### src/rtl/regfile_mp.sv
// regfile_mp: multi-port register file with write-first bypass, busy scoreboard and commit trace
// Ports: clk, rst_n (async active-low); we/waddr/wdata: NWR packed write ports;
//        raddr/rdata/rbusy: NRD packed combinational read ports with pending-write flag;
//        rsv_en/rsv_addr: mark a register busy; upd_valid/upd_id/upd_val: registered commit trace.
module regfile_mp #(
  parameter int XLEN     = 32,
  parameter int NREG     = 32,
  parameter int NRD      = 2,
  parameter int NWR      = 2,
  parameter int ZERO_REG = 1,
  localparam int AW      = $clog2(NREG)
) (
  input  logic                clk,
  input  logic                rst_n,
  input  logic [NWR-1:0]      we,
  input  logic [NWR*AW-1:0]   waddr,
  input  logic [NWR*XLEN-1:0] wdata,
  input  logic [NRD*AW-1:0]   raddr,
  output logic [NRD*XLEN-1:0] rdata,
  output logic [NRD-1:0]      rbusy,
  input  logic                rsv_en,
  input  logic [AW-1:0]       rsv_addr,
  output logic                upd_valid,
  output logic [AW-1:0]       upd_id,
  output logic [XLEN-1:0]     upd_val
);
  logic [XLEN-1:0] mem_q [NREG];
  logic [XLEN-1:0] mem_d [NREG];
  logic [NREG-1:0] busy_q, busy_d;
  logic            upd_valid_q, upd_valid_d;
  logic [AW-1:0]   upd_id_q, upd_id_d;
  logic [XLEN-1:0] upd_val_q, upd_val_d;
  logic [AW-1:0]   wa [NWR];
  logic [XLEN-1:0] wd [NWR];
  logic [NWR-1:0]  eff;
  logic [AW-1:0]   ra;
  logic [XLEN-1:0] rv;
  logic            hit;
  always_comb begin
    for (int i = 0; i < NWR; i++) begin
      wa[i]  = waddr[i*AW +: AW];
      wd[i]  = wdata[i*XLEN +: XLEN];
      eff[i] = we[i] && !(ZERO_REG != 0 && wa[i] == '0);
    end
  end
  // Ascending port scan: the highest-indexed matching write is the one that lands.
  always_comb begin
    rdata = '0;
    rbusy = '0;
    ra    = '0;
    rv    = '0;
    hit   = 1'b0;
    for (int j = 0; j < NRD; j++) begin
      ra  = raddr[j*AW +: AW];
      rv  = mem_q[ra];
      hit = 1'b0;
      for (int i = 0; i < NWR; i++) begin
        if (eff[i] && wa[i] == ra) begin
          rv  = wd[i];
          hit = 1'b1;
        end
      end
      rdata[j*XLEN +: XLEN] = (ZERO_REG != 0 && ra == '0) ? '0 : rv;
      rbusy[j] = busy_q[ra] && !hit && !(ZERO_REG != 0 && ra == '0);
    end
  end
  // Reserve is applied after write clears so a new producer keeps the register busy.
  always_comb begin
    mem_d       = mem_q;
    busy_d      = busy_q;
    upd_valid_d = 1'b0;
    upd_id_d    = '0;
    upd_val_d   = '0;
    for (int i = 0; i < NWR; i++) begin
      if (eff[i]) begin
        mem_d[wa[i]]  = wd[i];
        busy_d[wa[i]] = 1'b0;
        upd_valid_d   = 1'b1;
        upd_id_d      = wa[i];
        upd_val_d     = wd[i];
      end
    end
    if (rsv_en && (ZERO_REG == 0 || rsv_addr != '0)) busy_d[rsv_addr] = 1'b1;
  end
  always_ff @(posedge clk or negedge rst_n) begin
    if (!rst_n) begin
      mem_q       <= '{default: '0};
      busy_q      <= '0;
      upd_valid_q <= 1'b0;
      upd_id_q    <= '0;
      upd_val_q   <= '0;
    end else begin
      mem_q       <= mem_d;
      busy_q      <= busy_d;
      upd_valid_q <= upd_valid_d;
      upd_id_q    <= upd_id_d;
      upd_val_q   <= upd_val_d;
    end
  end
  assign upd_valid = upd_valid_q;
  assign upd_id    = upd_id_q;
  assign upd_val   = upd_val_q;
endmodule

### config.mk
export PLATFORM = sky130hd
export DESIGN_NAME = regfile_mp
export DESIGN_NICKNAME = d
export VERILOG_FILES = /design/src/rtl/regfile_mp.sv
export SDC_FILE = /design/constraint.sdc
export NUM_CORES = 2
export LEC_CHECK = 0
export CAP_MARGIN = 10
export CELL_PAD_IN_SITES_DETAIL_PLACEMENT = 1
export CELL_PAD_IN_SITES_GLOBAL_PLACEMENT = 2
export CORE_MARGIN = 2
export CORE_UTILIZATION = 41
export CTS_CLUSTER_DIAMETER = 80
export CTS_CLUSTER_SIZE = 25
export DETAILED_ROUTE_END_ITERATION = 10
export PLACE_DENSITY_LB_ADDON = 0.05
export SETUP_SLACK_MARGIN = 0.5
export SKIP_LAST_GASP = 1
export SLEW_MARGIN = 20
export SYNTH_ARGS = -nofsm -noshare
export SYNTH_HDL_FRONTEND = slang
export SYNTH_SLANG_ARGS = --single-unit
export TNS_END_PERCENT = 1
### constraint.sdc
create_clock -name clk -period 2.86 [get_ports clk]
set_input_delay 0.429 -clock clk [delete_from_list [all_inputs] [get_ports clk]]
set_output_delay 0.429 -clock clk [all_outputs]
set_load 0.02 [all_outputs]
* Word-level counts from Yosys, hierarchy flattened
Index checks and enable logic that the tools add are counted.
** Word-level totals
- Flip-flop bits (word level) :: 1094
- Bits of input ports :: 94
- Output and inout bits :: 104
** Cells by class
- $lt $le $gt $ge :: 14
- Eq/ne operators :: 4
- Muxes and demuxes :: 43
- Bitwise logic cells :: 9
- Reduce and logical (&&, ||, !) cells :: 27
** Operators with widths (number)
- 1024-bit bitwise mux :: 2
- 1024-bit two-way mux :: 2
- 32-bit two-way mux :: 17
- 32-bit binary-select mux with 5-bit select :: 2
- 32-bit demux with 5-bit select :: 2
- 32-bit bitwise AND :: 2
- 32-bit inverter :: 2
- 32-bit bitwise OR :: 1
- 5-bit by 6-bit less-than comparator with 1-bit output (second input constant) :: 5
- 6-bit greater-or-equal comparator (second input constant) :: 4
- 5-bit inverter with 6-bit output :: 4
- 5-bit equality test :: 4
- 5-bit zero test :: 4
- 1-bit logical AND :: 16
- 1-bit demux with 5-bit select :: 3
- 5-bit by 1-bit greater-or-equal comparator with 1-bit output (second input constant) :: 3
- 6-bit by 1-bit less-than comparator with 1-bit output (second input constant) :: 2
- 1-bit two-way mux :: 11
- 1-bit binary-select mux with 5-bit select :: 2
- 5-bit two-way mux :: 2
- 1-bit zero test :: 6
- 5-bit nonzero test :: 1

* Longest topological paths before layout
- Depth in word-level cells :: 11
- Depth in mapped cells :: 9
- Gate-level depth less buffers :: 5

* Worst setup path before layout
OpenSTA, ideal clock, no wires.
- Kind :: input -> output
- From :: in waddr[8]
- To :: out rdata[49]
- Data arrival time :: 2.188 ns
- Setup slack :: 0.243 ns
- Cell stages on the path :: 9
- Cell sequence :: buf_4 nor3_4 a21o_1 buf_4 nor4_4 or3b_1 buf_2 buf_4 o221ai_1
** Between the ends
- Longest elaborated chain between the ends :: 6
- Elaborated cells between the ends (all ways) :: 7
- Classes of those cells :: 1 x eq/ne; 2 x mux; 4 x reduce/logical
** RTL lines
- start, declared :: line 16 : input logic [NWR*AW-1:0] waddr,
- 5-bit zero test :: line 43 : eff[i] = we[i] && !(ZERO_REG != 0 && wa[i] == '0);
- 1-bit zero test :: line 43
- 1-bit logical AND :: line 43
- 1-bit logical AND (*) :: line 58 : if (eff[i] && wa[i] == ra) begin
- 32-bit two-way mux (*) :: line 58
- 32-bit two-way mux (*) :: line 63 : rdata[j*XLEN +: XLEN] = (ZERO_REG != 0 && ra == '0) ? '0 : rv;
- end, declared :: line 19 : output logic [NRD*XLEN-1:0] rdata,
Every way passes the cells marked *; elsewhere a longest branch is shown, timed or not.

* Worst setup path in the final report
- From :: in raddr[5]
- To :: out rdata[59]
** Between the ends
- Longest elaborated chain between the ends :: 7
- Elaborated cells between the ends (all ways) :: 12
- Classes of those cells :: 2 x eq/ne; 6 x mux; 1 x bitwise; 3 x reduce/logical
** RTL lines
- start, declared :: line 18 : input logic [NRD*AW-1:0] raddr,
- 5-bit inverter with 6-bit output (implied by the code) :: line 55 : rv = mem_q[ra];
- 32-bit binary-select mux with 5-bit select :: line 55
- 32-bit two-way mux (implied by the code) (2 in a row) :: line 55
- 32-bit two-way mux (2 in a row) :: line 58
- 32-bit two-way mux (*) :: line 63
Every way passes the cells marked *; elsewhere a longest branch is shown, timed or not. The select of a mux whose other input is x is not followed.

==> metrics.txt <==
status finished with violations; failing checks setup timing; Synth Flop Type dfrtp_1; layout cell share with drive strength beyond 1 0.2262; Seq cells post-synth ~1,100; Overall Power approximately 0.052 W; TritonRoute pass-1 iters 8; Rows ~150; leakage between 30 and 40 nW; nature of the critical path endpoint output port; top cell type's share of synthesized area 0.4003; GRT Residual Overflow 0; Final WS setup -356.2 ps; Mapped Cells 6,892; kind of critical path in2out; Worst-Skew Late Latency between 700 and 800 ps; RSZ-0062 raised after global routing yes; DRT antenna net count 0; first-pass GRT wire length around 510,000 um; Area Growth Syn to Fin 19.99%; Synthesized Nets roughly 7,000; Peak Freq between 300 and 400 MHz; slew margin rel. 0.2323; Arr. time, crit path 2790 ps; crit path cell chain buf_8, buf_16, buf_16, mux4_2, o21ai_0, buf_4, a22o_1, o221ai_2, buf_4; synthesized area per cell just under 10 um^2; Die ar. between 150,000 and 200,000 um^2; # IOs ~200; buffers and inverters on the worst path 5; fin. max-slew vios 0; largest net degree at the start of global routing slightly above 90; Crit Path Max Fanout 25; CTS clk-pin slew, worst paths around 90 ps; Yosys warning total 0; vias in the first global route between 60,000 and 70,000; clock root cell clkbuf_16; Synth Cell Area 68,400 um^2; Worst Path Required roughly 2400 ps; Layout Nets 7,193; Final period util 1.125; port bufs between 150 and 200; filler instances roughly 18,000; number of synthesized flops with an enable pin 0; total number of vias 63,314; clk_skew 0 ps; Routed WL 359,300 um; synth top area cells dfrtp_1, mux2i_1, mux4_2; Core Area 165,400 um^2; largest area contributor in the netlist dfrtp_1; CTS Buf Count between 80 and 90; GRT Util Overall 0.4187; Longest Clk Path Bufs 3; H-tree Lvls 3; setup tns final -17,850 ps; family with the most delay on the worst path buffers and inverters; drt drc 0; Final Hold Fails 0; CTS tree built; PD cells 628.5 nW/um^2; max cap viols 0; DP Wirelength between 200,000 and 250,000 um; fin crit period between 3000 and 4000 ps; final hold slack ~150 ps; Max VDD drop around 0.0005 V; async set or reset register ratio after synthesis 1.000; die width about 410 um; # clock sinks 1,094; gpl congestion ~0.95; Synth cell types 63; Initial Util 0.4136; CP max-delay cell mux4_2; initial antenna violation count 12; Avg WL per Cell 38.35 um; final setup vio count 66; sequential cell area fraction in the yosys report 0.4003; Worst-Margin Slew roughly 1100 ps; Hold Crit Class in2reg; Worst path max stage delay 520 ps; CP Launch Type input port; initial drt markers slightly below 7,000; drt via density roughly 6.8; Die Y between 400 and 500 um
## through the flow
| step | area, um^2 | std cells | setup slack, ps | util |
|---|---|---|---|---|
| finish | 82070 | 9368 | -356.2 | 0.4963 |
| global route | 82060 | 9366 | -369.9 | 0.4963 |
| CTS | 81950 | 9352 | -334.8 | 0.4956 |
| detailed placement | 78350 | 9166 | -1076 | 0.4738 |
| global placement | 78350 | 9166 | -1136 | 0.4738 |
| floorplan | 68740 | 6892 | 370.2 | - |
## cells by family after synthesis
family,after synthesis,synth area share
simple gates,1483,0.08982
xor+xnor,20,0.002561
compound gates,1892,0.1694
mux,1487,0.2789
buf+inv,916,0.05903
flops,1094,0.4003
## cell usage in the layout (no fill, tap or decap), drive strengths merged, types with 110 or more instances in the layout
master     n
clkbuf   110
nor3     167
mux4     326
a21oi    801
dfrtp   1094
o21ai    446
mux2i   1071
a32oi    113
o221ai   188
buf      832
nor2     615
nand2    612
## report_power, final
group	internal, W	switching (W)	leakage (nW)
Clock	0.00658	0.00760	1.52
Combinational	0.00738	0.00742	20.8
Sequential	0.0193	0.00330	13.4
## routing by layer
metal / share of wire / GRT usage / vias to the layer above
met2: 0.45 / 0.6472 / 3274
met1: 0.39 / 0.5419 / 33181
met5: 0.000058 / 0 / -
met3: 0.081 / 0.07797 / 996
li1: - / - / 25859
met4: 0.076 / 0.2631 / 4
## path summary, 6_finish.rpt
kind,to,slack (ps),depth (start not counted),startpoint
setup reg to reg,mem_q[354],1920,2,mem_q[354]
max in group asynchronous,mem_q[307],1480,4,rst_n
min in group asynchronous,mem_q[232],170,2,rst_n
hold / removal,upd_id[4],150,4,waddr[4]
hold reg to reg,mem_q[996],400,0,mem_q[996]
setup / recovery,rdata[59],-360,9,raddr[5]
## sequential cells by signal, indices dropped and copies added, names as in the netlist
signal,cells
mem_q,1024
busy_q,32
upd_val,32
upd_id,5
upd_valid,1
## repair_timing
| item | in CTS | in global routing |
|---|---|---|
| cloned | 5 | 0 |
| setup buffers | 15 | 11 |
| pin swaps | 17 | 7 |
| endpoints found under the hold margin | 84 | 0 |
| setup endpoints to repair | 163 | 91 |
| resized for setup | 177 | 34 |
| hold buffers | 1 | 0 |
## cell usage after synthesis (73+ instances only)
cell type,n
clkbuf_1,565
mux2_2,90
nand2_1,612
buf_2,155
nor2_1,606
nor3_1,162
a21oi_1,801
o21ai_0,427
mux4_2,326
o22ai_1,93
a32oi_1,113
o221ai_1,171
buf_1,73
dfrtp_1,1094
mux2i_1,1071
## final cells by class
| cell class | instances | area, um^2 | area share |
|---|---|---|---|
| diodes | 5 | 12.51 | 0.0001525 |
| clock buffers | 97 | 2351 | 0.02865 |
| clock inverters | 68 | 808.3 | 0.009849 |
| inverters | 40 | 150.1 | 0.001829 |
| multi-input cells | 4882 | 37930 | 0.4621 |
| flip-flops and latches | 1094 | 27380 | 0.3336 |
| well taps | 2189 | 2739 | 0.03337 |
| repair buffers | 993 | 10700 | 0.1304 |
## worst reg2reg max path: cells and delay by family (launching register included)
family / cells / cell delay (ps)
AOI/OAI and AO/OA: 2 / 280
DFF: 1 / 570
No activity file was read; power rests on OpenSTA's default activity.
